===== src/rtl/prog_sequencer.sv =====
`default_nettype none
`timescale 1ns/1ps
// ============================================================================
// prog_sequencer : program store + fetch/issue sequencer for the 9-bit bus
//                  processor (mvi immediate supply, halt opcodes, watchdog).
// Revision       : 1.0
// ============================================================================
module prog_sequencer #(
    parameter int ADDR_W   = 5,
    parameter int WD_LIMIT = 7
) (
    input  logic              clock,
    input  logic              resetn,
    input  logic              start,
    input  logic              load_en,
    input  logic [ADDR_W-1:0] load_addr,
    input  logic [8:0]        load_data,
    input  logic              done,
    output logic [8:0]        DIN,
    output logic              run,
    output logic              busy,
    output logic              halted,
    output logic              err,
    output logic [ADDR_W-1:0] pc,
    output logic [7:0]        instr_count
);

    localparam int DEPTH = 2 ** ADDR_W;
    localparam int WD_W  = (WD_LIMIT > 2) ? $clog2(WD_LIMIT) : 1;
    // Last WAIT count before the watchdog fires; the HALT then lands exactly
    // WD_LIMIT cycles after the run pulse.
    localparam logic [WD_W-1:0] WD_LAST = WD_W'(WD_LIMIT - 2);

    typedef enum logic [1:0] {
        S_IDLE  = 2'd0,
        S_FETCH = 2'd1,
        S_WAIT  = 2'd2,
        S_HALT  = 2'd3
    } state_t;

    state_t            state, state_nx;
    logic [ADDR_W-1:0] pc_nx;
    logic [7:0]        cnt_nx;
    logic              err_nx;
    logic [2:0]        op_q, op_nx;
    logic [WD_W-1:0]   wd, wd_nx;
    logic              mem_we;
    logic [8:0]        mem [DEPTH];

    // Program store is deliberately not reset so a reset keeps the program.
    always_ff @(posedge clock) begin
        if (mem_we)
            mem[load_addr] <= load_data;
    end

    assign DIN    = mem[pc];
    assign busy   = (state == S_FETCH) || (state == S_WAIT);
    assign halted = (state == S_HALT);

    always_ff @(posedge clock or negedge resetn) begin
        if (!resetn) begin
            state       <= S_IDLE;
            pc          <= '0;
            instr_count <= '0;
            err         <= 1'b0;
            op_q        <= '0;
            wd          <= '0;
        end else begin
            state       <= state_nx;
            pc          <= pc_nx;
            instr_count <= cnt_nx;
            err         <= err_nx;
            op_q        <= op_nx;
            wd          <= wd_nx;
        end
    end

    always_comb begin
        state_nx = state;
        pc_nx    = pc;
        cnt_nx   = instr_count;
        err_nx   = err;
        op_nx    = op_q;
        wd_nx    = wd;
        run      = 1'b0;
        mem_we   = 1'b0;
        case (state)
            S_IDLE, S_HALT: begin
                mem_we = load_en;
                if (start) begin
                    pc_nx    = '0;
                    cnt_nx   = '0;
                    err_nx   = 1'b0;
                    state_nx = S_FETCH;
                end
            end
            S_FETCH: begin
                if (DIN[8]) begin
                    state_nx = S_HALT;
                end else begin
                    run      = 1'b1;
                    op_nx    = DIN[8:6];
                    pc_nx    = pc + 1'b1;
                    wd_nx    = '0;
                    state_nx = S_WAIT;
                end
            end
            S_WAIT: begin
                if (done) begin
                    // mvi consumed the word at pc as its immediate; skip it.
                    if (op_q == 3'd1)
                        pc_nx = pc + 1'b1;
                    if (instr_count != 8'hFF)
                        cnt_nx = instr_count + 8'd1;
                    state_nx = S_FETCH;
                end else if (wd == WD_LAST) begin
                    err_nx   = 1'b1;
                    state_nx = S_HALT;
                end else begin
                    wd_nx = wd + 1'b1;
                end
            end
            default: state_nx = S_IDLE;
        endcase
    end

endmodule
`default_nettype wire


===== config.mk =====
export PLATFORM = sky130hd
export DESIGN_NAME = prog_sequencer
export DESIGN_NICKNAME = d
export VERILOG_FILES = /design/src/rtl/prog_sequencer.sv
export SDC_FILE = /design/constraint.sdc
export NUM_CORES = 1
export LEC_CHECK = 0
export CORE_ASPECT_RATIO = 1.5
export CORE_MARGIN = 2
export CORE_UTILIZATION = 60
export DETAILED_ROUTE_END_ITERATION = 16
export DONT_BUFFER_PORTS = 1
export PLACE_DENSITY = 0.76
export SETUP_SLACK_MARGIN = 0.1
export SYNTH_ARGS = -nofsm -noshare
export SYNTH_HDL_FRONTEND = slang
export SYNTH_SLANG_ARGS = --single-unit

===== constraint.sdc =====
create_clock -name clock -period 3 [get_ports clock]
set_input_delay 0.3 -clock clock [delete_from_list [all_inputs] [get_ports clock]]
set_output_delay 0.3 -clock clock [all_outputs]
set_load 0.01 [all_outputs]

After elaboration in Yosys (flattened, before gate mapping)

Memory sizes are Yosys's and may differ from the RTL's.
Index checks and enable logic that the tools add are counted.

RAM bits: 288
Memories kept: 1
Input port bits: 19
Register bits: 21

Memories:

| memory | words | bits a word | rd ports | clocked after Yosys merged registers in | write ports | line | source |
|---|---|---|---|---|---|---|---|
| mem    | 32    | 9           | 1        | 0                                       | 1           | 48   | `logic [8:0] mem [DEPTH];` |

Add/sub/neg operators: 3
Eq/ne operators: 15
Reduce and logical (&&, ||, !) cells: 11
Multiplexer cells: 27
Bitwise gates (word level): 1

Operators with widths:

| kind                | number |
|---|---|
| $mux 8              | 3 |
| $mux 5              | 4 |
| $pmux 8 s2          | 1 |
| $reduce_and 4->1    | 4 |
| $pmux 5 s3          | 1 |
| $ne 2x2->1 const B  | 5 |
| $mux 1              | 9 |
| $mux 3              | 3 |
| $add 8x1->8 const B | 1 |
| $ne 8x8->1 const B  | 1 |
| $mux 2              | 3 |
| $ne 2x1->1 const B  | 3 |
| $pmux 2 s3          | 1 |
| $pmux 3 s2          | 1 |
| $add 5x1->5 const B | 1 |
| $eq 2x1->1 const B  | 2 |
| $eq 2x2->1 const B  | 2 |
| $reduce_and 2->1    | 2 |
| $reduce_bool 2->1   | 2 |
| $add 3x1->3 const B | 1 |
| $eq 3x3->1 const B  | 1 |
| $ne 3x2->1 const B  | 1 |
| $logic_not 2->1     | 1 |
| $pmux 1 s2          | 1 |
| 3 further kinds     | 3 |

Longest topological paths before layout

Gate-level depths: netlist of the first run.

Depth in word-level cells: 5
Gate-level depth with buffers: 8
Depth with buffers taken out: 7

Least setup slack after synthesis of the first run

OpenSTA, ideal clock, no wires.

Kind: register to output
From: register pc[0]
To: output DIN[0]
Required time: 2.700 ns
Stages on the path, launching flop included: 8
Setup slack: 0.538 ns
Arrival time: 2.162 ns
Cell sequence: dfrtp_1 buf_4 buf_4 buf_2 mux4_2 mux4_2 nand2_1 nand2_1

Cells in the longest elaborated chain, start to end: 1

Ends and longest elaborated chain:

| what                   | line | source |
|---|---|---|
| start, declared        | 24   | `output logic [ADDR_W-1:0] pc,` |
| start signal, assigned | 70   | `pc <= pc_nx;` |
| $mem_v2 32x9           | -    |  |
| end, declared          | 19   | `output logic [8:0] DIN,` |

No other way between the ends.

Worst setup path after layout of the first run

From: register pc[0]
To: output DIN[1]

The elaborated chain is that of the path after synthesis.

==> qor.txt, run 1 <==
Net count, final -> 736
Grt total ovfl -> 0
First-pass GRT wire length -> 41840 um
Headroom to the max-slew limit -> 0.2563
Worst path required time -> 2.70 ns
Core occupancy in the finished layout -> 0.7058
Fraction of the yosys area taken by sequential cells -> 0.7357
Vias -> 6656
Synthesized cell area -> 12470 sq um
Number of nets with antenna violations after detailed routing -> 0
Power density cells -> 853.1 nW/um^2
Worst setup path class -> flop to output pin
Number of cells on the worst reg-to-reg path -> 6
Vertical die dimension -> 180.6 um
Worst vdd ir -> 0.0007222 V
Number of unique standard cell types used by synthesis -> 51
Post-synthesis share of cell area spent on xor and xnor gates -> 0
Total inserted antenna cells -> 0
Commonest non-fill, non-tap cells in the layout -> 288 x sky130_fd_sc_hd__edfxtp_1, 85 x sky130_fd_sc_hd__mux4_2, 45 x sky130_fd_sc_hd__nor2_1
Gpl congestion -> 0.9544
Post-layout min period -> 2.863 ns
Register bit total from synthesis -> 309
Reg-to-reg critical path endpoint -> mem[20][4]$_DFFE_PP_
Port Buffer Count -> 0
Routed wire per std cell -> 28.09 um
Worst reg2reg path startpoint -> state[0]$_DFFE_PN0P_
Number of clock buffers inserted by TritonCTS -> 28
Leakage power -> 4.670 nW
Mean cell area of the mapped netlist -> 19.45 sq um
Number of global-route vias before repair -> 7032
Clk_lat worst skew -> 0.54 ns
I/O pin count -> 45
Result of the run -> completed
Layout cells sized above 1 -> 0.2873
Post-layout total power -> 12.29 mW
Post-Syn Nets -> 667
Type of the most critical hold path -> input pin to flop
Antenna violations before repair -> 0
Complex-gate fraction of the synthesized area -> 0.02970
RSZ-0062 raised after global routing -> true
Count of mapped cells out of synthesis -> 641
Post-synth top flop -> sky130_fd_sc_hd__edfxtp_1
Least-Margin Pin Slew -> 1.112 ns
Startpoint of the most critical setup path -> pc[0]$_DFFE_PN0P_
Count of standard-cell rows -> 64
Deepest clock path buffer count -> 3
Setup-violating endpoint count in the final report -> 0
Share of synthesized area spent on multiplexers -> 0.1602
Remaining design rule violation count -> 0
Area of the core region -> 20420 sq um
Max-cap viol count -> 0
Clock tree from TritonCTS -> yes
Most frequent standard cell in the layout excluding fill and tap cells -> sky130_fd_sc_hd__edfxtp_1
Count of final max-slew check failures -> 0
Final routed wirelength across all metal layers -> 27950 um
Clock-pin transition on the worst setup and hold timing paths -> 0.07 ns
Maximum fanout count along the critical path -> 6
First-pass iteration count of the detailed router -> 7
R2R setup slack -> 0.45 ns
Category of the worst setup path capture point -> output pin
Proportion of synthesized flip-flops having asynchronous set or reset -> 0.06796
End point of the critical path -> DIN[1]
Syn-to-layout area delta -> 15.57%
Hold Vio Cnt, Final -> 0
Number of vias per cell -> 6.689
Library cell used as clock root buffer -> sky130_fd_sc_hd__clkbuf_16
Adder-cell share of the synthesized area -> 0.007024
Count of routing violations after the opening detailed-route iteration -> 635
Maximum number of pins on one net before global-route repair -> 42
Half-perimeter wire length of the detailed placement result -> 16360 um
Dominant combinational cell family by area after synthesis -> multiplexers
Final worst-path cycle share -> 0.9545
Clock Skew -> 0.01201 ns
Tot GR Track Use -> 0.2594
Initial core utilization -> 0.6107
Total die area -> 21980 sq um
Kind of start point of the critical path -> flop
Maximum clock frequency -> 0.3492 GHz
Number of synthesized flops with an enable pin -> 288
Sum Neg Setup Slack -> 0 ns
Simple logic cell fraction of the synthesized area -> 0.05258
Number of warnings printed during yosys synthesis -> 0
Crit path DAT -> 2.56 ns
Sinks on the clock net -> 309
CTS H-Tree Depth -> 1
Die X-Extent -> 121.7 um
==> critical path, stage by stage (launching register included) <==
cell and delay (ns):
sky130_fd_sc_hd__dfrtp_4 0.46, sky130_fd_sc_hd__buf_8 0.15, sky130_fd_sc_hd__buf_12 0.14, sky130_fd_sc_hd__mux4_2 0.53, sky130_fd_sc_hd__mux4_2 0.55, sky130_fd_sc_hd__nand2_1 0.09
sky130_fd_sc_hd__nand2_1 0.10
==> sequential cells by signal, indices dropped and copies added, names as in the netlist <==
register / count
mem: 288
instr_count: 8
pc: 5
wd: 3
op_q: 2
state: 2
err: 1
==> cell families (layout without fill, tap and decap cells) <==
| kind of cell | count (synthesis) | after routing |
|---|---|---|
| flops | 309 | 309 |
| simple gates | 139 | 139 |
| mux | 93 | 93 |
| compound gates | 53 | 53 |
| buf+inv | 40 | 130 |
| fa+ha+maj | 7 | 7 |
==> routing by layer <==
metal  up-vias  global-route usage  wire [um]
met2       337              0.4510      14890
met1      3476              0.3360      10050
met4         0             0.07862        761
met3        69             0.04589       2256
met5         -                   0          0
li1       2774                   -          -
==> timing repair <==
action | in CTS | in global routing
pin swaps | 1 | 1
hold buffers | 11 | 0
setup endpoints to repair | 10 | 9
buffers inserted | 7 | 2
cloned | 2 | 4
endpoints found under the hold margin | 310 | 0
gates resized for setup | 12 | 15
==> report_power, final <==
group	total, mW	internal, mW	leakage (nW)	switching, mW
registers	5.02	4.85	2.87	0.166
logic	3.65	1.77	1.35	1.89
clock network	3.62	2.13	0.451	1.49
==> Yosys cell counts (3+ instances only) <==
cell                         n  area share
sky130_fd_sc_hd__clkbuf_1    9      0.0027
sky130_fd_sc_hd__inv_1       9      0.0027
sky130_fd_sc_hd__buf_1       4      0.0012
sky130_fd_sc_hd__a21oi_1     8      0.0032
sky130_fd_sc_hd__ha_1        7      0.0070
sky130_fd_sc_hd__o21ai_0    14      0.0056
sky130_fd_sc_hd__mux2_2      3      0.0027
sky130_fd_sc_hd__or4_1       5      0.0030
sky130_fd_sc_hd__buf_4       3      0.0018
sky130_fd_sc_hd__nand3b_1    3      0.0018
sky130_fd_sc_hd__nand4_1     5      0.0025
sky130_fd_sc_hd__dfrtp_1    21       0.042
sky130_fd_sc_hd__buf_2      12      0.0048
sky130_fd_sc_hd__edfxtp_1  288        0.69
sky130_fd_sc_hd__o211ai_1    3      0.0018
sky130_fd_sc_hd__or3_1       6      0.0030
sky130_fd_sc_hd__mux4_2     85        0.15
sky130_fd_sc_hd__mux2i_1     5      0.0040
sky130_fd_sc_hd__nand3_1    10      0.0040
sky130_fd_sc_hd__o31ai_1     4      0.0024
sky130_fd_sc_hd__nor2b_1     4      0.0020
sky130_fd_sc_hd__nand2_1    49       0.015
sky130_fd_sc_hd__nor2_1     45       0.014
sky130_fd_sc_hd__a41oi_1     4      0.0028
sky130_fd_sc_hd__o22ai_1     3      0.0015
==> cell type report <==
cell class / instances / area (sq um)
clock buffer: 38 / 759.5
clock inverter: 13 / 180.2
fill: 1212 / 6008
inverter: 11 / 41.29
multi-input combinational: 292 / 3166
sequential: 309 / 9181
tap: 264 / 330.3
timing repair buffer: 68 / 753.2
==> how the worst min path moves through the flow <==
stage | start | end | slack, ns | cells after the start
6_report | start | state[0]$_DFFE_PN0P_ | 0.11 | 3
5_1_grt | start | state[0]$_DFFE_PN0P_ | 0.13 | 3
4_1_cts | start | state[0]$_DFFE_PN0P_ | 0.08 | 3
3_5_place_dp | resetn | instr_count[3]$_DFFE_PN0P_ | 0.005 | 0
3_3_place_gp | resetn | instr_count[1]$_DFFE_PN0P_ | 0.005 | 0
2_1_floorplan | resetn | err$_DFFE_PN0P_ | 0.004 | 0
==> per-stage QoR <==
stage / std cells / area, sq um / setup WS [ns] / hold slack (ns)
after global placement: 918 / 13040 / 0.4090 / 0.004894
final: 995 / 14410 / 0.1366 / 0.1061
after CTS: 989 / 14240 / 0.07074 / 0.07931
after floorplan: 641 / 12470 / 0.5383 / 0.004409
after detailed placement: 918 / 13040 / 0.3811 / 0.005123
after global routing: 995 / 14410 / 0.06249 / 0.1257
(Power assumes the default switching activity.)
==> inputs of run 2 (changes only) <==
--- a/config.mk
+++ b/config.mk
@@ -7,10 +7,9 @@
 export LEC_CHECK = 0
 export CORE_ASPECT_RATIO = 1.5
 export CORE_MARGIN = 2
-export CORE_UTILIZATION = 60
+export CORE_UTILIZATION = 50
 export DETAILED_ROUTE_END_ITERATION = 16
 export DONT_BUFFER_PORTS = 1
-export PLACE_DENSITY = 0.76
 export SETUP_SLACK_MARGIN = 0.1
 export SYNTH_ARGS = -nofsm -noshare
 export SYNTH_HDL_FRONTEND = slang
==> run 2 against run 1 <==
  * The flow now finishes with violations (setup timing)
  * First-iteration DRC count down 11%
  * Via count is 4.2% lower
  * Clock power is 1% higher
  * Worst setup slack worse by 0.15 ns
==> qor.txt, run 2 (synthesized netlist as in run 1, its figures left out) <==
Result of the run -> finished, violations left
Violations in the final reports -> setup timing
Number of nets with antenna violations after detailed routing -> 0 (unchanged)
Area occupied by multi-input gates -> 3193 sq um (+0.87%)
Routed wire per std cell -> 26.39 um (-6.1%)
First-pass iteration count of the detailed router -> 4 (-3)
Initial core utilization -> 0.5103 (-0.1004)
Worst reg2reg path startpoint -> pc[0]$_DFFE_PN0P_
Clock tree from TritonCTS -> yes
Number of cells on the worst reg-to-reg path -> 9 (+3)
Power density cells -> 845.8 nW/um^2 (-0.85%)
Remaining design rule violation count -> 0 (unchanged)
Library cell used as clock root buffer -> sky130_fd_sc_hd__clkbuf_16
Type of the most critical hold path -> input pin to flop
Count of standard-cell rows -> 70 (+9.4%)
Count of routing violations after the opening detailed-route iteration -> 564 (-11%)
RSZ-0062 raised after global routing -> true
Category of the worst setup path capture point -> output pin
Sinks on the clock net -> 309 (unchanged)
Deepest clock path buffer count -> 3 (unchanged)
Hold Path Sink -> mem[4][6]$_DFFE_PP_
Maximum fanout count along the critical path -> 7 (+1)
Max-cap viol count -> 0 (unchanged)
Final worst-path cycle share -> 1.005 (+0.05094)
Clock Power Share -> 0.298 (+0.003)
Least-Margin Pin Slew -> 1.122 ns (+0.01011 ns)
Number of clock buffers inserted by TritonCTS -> 28 (unchanged)
Worst path required time -> 2.70 ns (about the same)
Vias -> 6377 (-4.2%)
Antenna violations before repair -> 2 (+2)
Syn-to-layout area delta -> 16.82%
Headroom to the max-slew limit -> 0.2496 (-0.006763)
Grt total ovfl -> 0 (unchanged)
Top cell family by delay on the critical path -> multiplexers
Kind of start point of the critical path -> flop
Port Buffer Count -> 0 (unchanged)
Crit path DAT -> 2.72 ns (+0.16 ns)
Gpl congestion -> 0.8225 (-14%)
Commonest non-fill, non-tap cells in the layout -> 288 x sky130_fd_sc_hd__edfxtp_1, 85 x sky130_fd_sc_hd__mux4_2, 53 x sky130_fd_sc_hd__buf_4
Switching share of power -> 0.2836 (-0.004975)
Area occupied by registers -> 9181 sq um (unchanged)
Number of flip-flops in the largest register -> 288 (unchanged)
Largest registers in the final layout -> mem x288, instr_count x8, pc x5
Half-perimeter wire length of the detailed placement result -> 17700 um (+8.2%)
Final setup margin -> -0.01625 ns (-0.1528 ns)
Post-Route Hold Slack -> 0.06651 ns (-0.03961 ns)
Worst setup path class -> flop to output pin
CTS H-Tree Depth -> 1 (unchanged)
Buffer and inverter count on the worst path -> 3 (+1)
Stage delay of the slowest cell on the critical path -> 0.54 ns (about the same)
Register with the most flip-flops -> mem
Filler cell count -> 1765 (+46%)
Flop pwr share -> 0.408 (about the same)
Total die area -> 26240 sq um (+19%)
Number of vias per cell -> 5.971 (-11%)
Reg-to-reg critical path endpoint -> op_q[0]$_DFFE_PN0P_
Layout cells sized above 1 -> 0.3078 (+0.02052)
Maximum clock frequency -> 0.3315 GHz (-5.1%)
Die X-Extent -> 132.9 um (+9.2%)
I/O pin count -> 45 (unchanged)
Area of the core region -> 24440 sq um (+20%)
Hold Vio Cnt, Final -> 0 (unchanged)
Non-filler cells, final -> 1068 (+7.3%)
Setup-violating endpoint count in the final report -> 1 (+1)
Leakage power -> 4.728 nW (+1.2%)
Maximum number of pins on one net before global-route repair -> 33 (-21%)
Internal -> 8.827 mW (+0.92%)
First-pass GRT wire length -> 42470 um (+1.5%)
Clk_lat worst skew -> 0.53 ns (about the same)
Power spent charging and discharging nets -> 3.494 mW (-1.5%)
Clock-pin transition on the worst setup and hold timing paths -> 0.07 ns (about the same)
Crit-path cells -> buf_8 > clkbuf_16 > mux4_2 > mux4_2 > nand2_2 > nand2_2 > buf_6
Worst vdd ir -> 0.0004512 V (-38%)
Worst hold path startpoint -> load_data[6]
Most frequent standard cell in the layout excluding fill and tap cells -> sky130_fd_sc_hd__edfxtp_1
Vertical die dimension -> 197.4 um (+9.3%)
Post-layout min period -> 3.016 ns (+0.1528 ns)
Number of global-route vias before repair -> 6839 (-2.7%)
Comb pwr share -> 0.294 (-0.003)
Final routed wirelength across all metal layers -> 28180 um (+0.82%)
R2R setup slack -> 0.44 ns (about the same)
Net count, final -> 750 (+1.9%)
Count of final max-slew check failures -> 0 (unchanged)
Critical-path cell with the highest stage delay -> sky130_fd_sc_hd__dfrtp_4
Depth of the worst hold-timing path -> 1 (-2)
Clock Skew -> 0.01074 ns (-0.001275 ns)
Total inserted antenna cells -> 0 (unchanged)
Tot GR Track Use -> 0.2197 (-0.03972)
Placed instance count -> 990 (+7.8%)
[run 2: cell types whose count changed in the layout (fill, tap and decap cells not counted), moves of 2 or more]
cell                        change
sky130_fd_sc_hd__buf_4         +12
sky130_fd_sc_hd__nand2_2        +7
sky130_fd_sc_hd__buf_6          +6
sky130_fd_sc_hd__nand2_1        -6
sky130_fd_sc_hd__clkinv_1       +5
sky130_fd_sc_hd__clkbuf_1       -4
sky130_fd_sc_hd__clkbuf_16      -3
sky130_fd_sc_hd__dfrtp_2        -3
sky130_fd_sc_hd__buf_16         -2
sky130_fd_sc_hd__buf_8          +2
sky130_fd_sc_hd__dfrtp_1        +2
sky130_fd_sc_hd__inv_6          -2
[run 2: routing by layer]
layer / routed length (um) / track usage
met3: 1296 / 0.03131
met2: 15510 / 0.4086
met1: 10880 / 0.2742
met4: 484 / 0.04699
met5: 13 / 0
[run 2: per-stage QoR]
step           area [sq um]  setup WS [ns]  power (mW)  TNS [ns]    util
2_1_floorplan         12470         0.5383       7.360         0       -
3_3_place_gp          13200         0.3772       8.187         0  0.5400
3_5_place_dp          13200         0.3468       8.241         0  0.5400
4_1_cts               14420        0.02042       12.23         0  0.5900
5_1_grt               14570       -0.07906       12.84   -0.3749  0.5961
6_report              14570       -0.01625       12.32  -0.01625  0.5961
[run 2: layout make-up]
class | instances | area share
clock inverters | 16 | 0.01374
inverters | 11 | 0.002835
well taps | 324 | 0.02783
clock buffers | 34 | 0.05111
repair buffers | 82 | 0.05497
flip-flops and latches | 309 | 0.6303
multi-input cells | 292 | 0.2192
[run 2: worst max-delay path by stage]
stage,from,slack [ns],cells after the start,end
3_3_place_gp,pc[0]$_DFFE_PN0P_,0.38,6,op_q[0]$_DFFE_PN0P_
5_1_grt,pc[0]$_DFFE_PN0P_,-0.08,7,DIN[7]
4_1_cts,pc[0]$_DFFE_PN0P_,0.02,6,DIN[0]
3_5_place_dp,pc[0]$_DFFE_PN0P_,0.35,6,op_q[0]$_DFFE_PN0P_
6_report,pc[0]$_DFFE_PN0P_,-0.02,7,DIN[7]
2_1_floorplan,pc[0]$_DFFE_PN0P_,0.54,7,DIN[0]
[run 2: timing repair]
action                                  CTS  global route
endpoints found under the setup margin   10            10
setup buffers                             9             7
resized for setup                        20            19
pin swaps                                 6             6
gates cloned                              0             1
hold endpoints to repair                310             0
hold buffers                             11             0
[run 2: power by group through the flow]
stage                     combinational, mW  sequential [mW]  clock [mW]
after floorplan                        2.34             5.02           0
after global placement                 2.98             5.21           0
after detailed placement               3.02             5.22           0
after CTS                              3.44             5.04        3.75
after global routing                   3.89             5.05        3.90
final                                  3.62             5.03        3.67
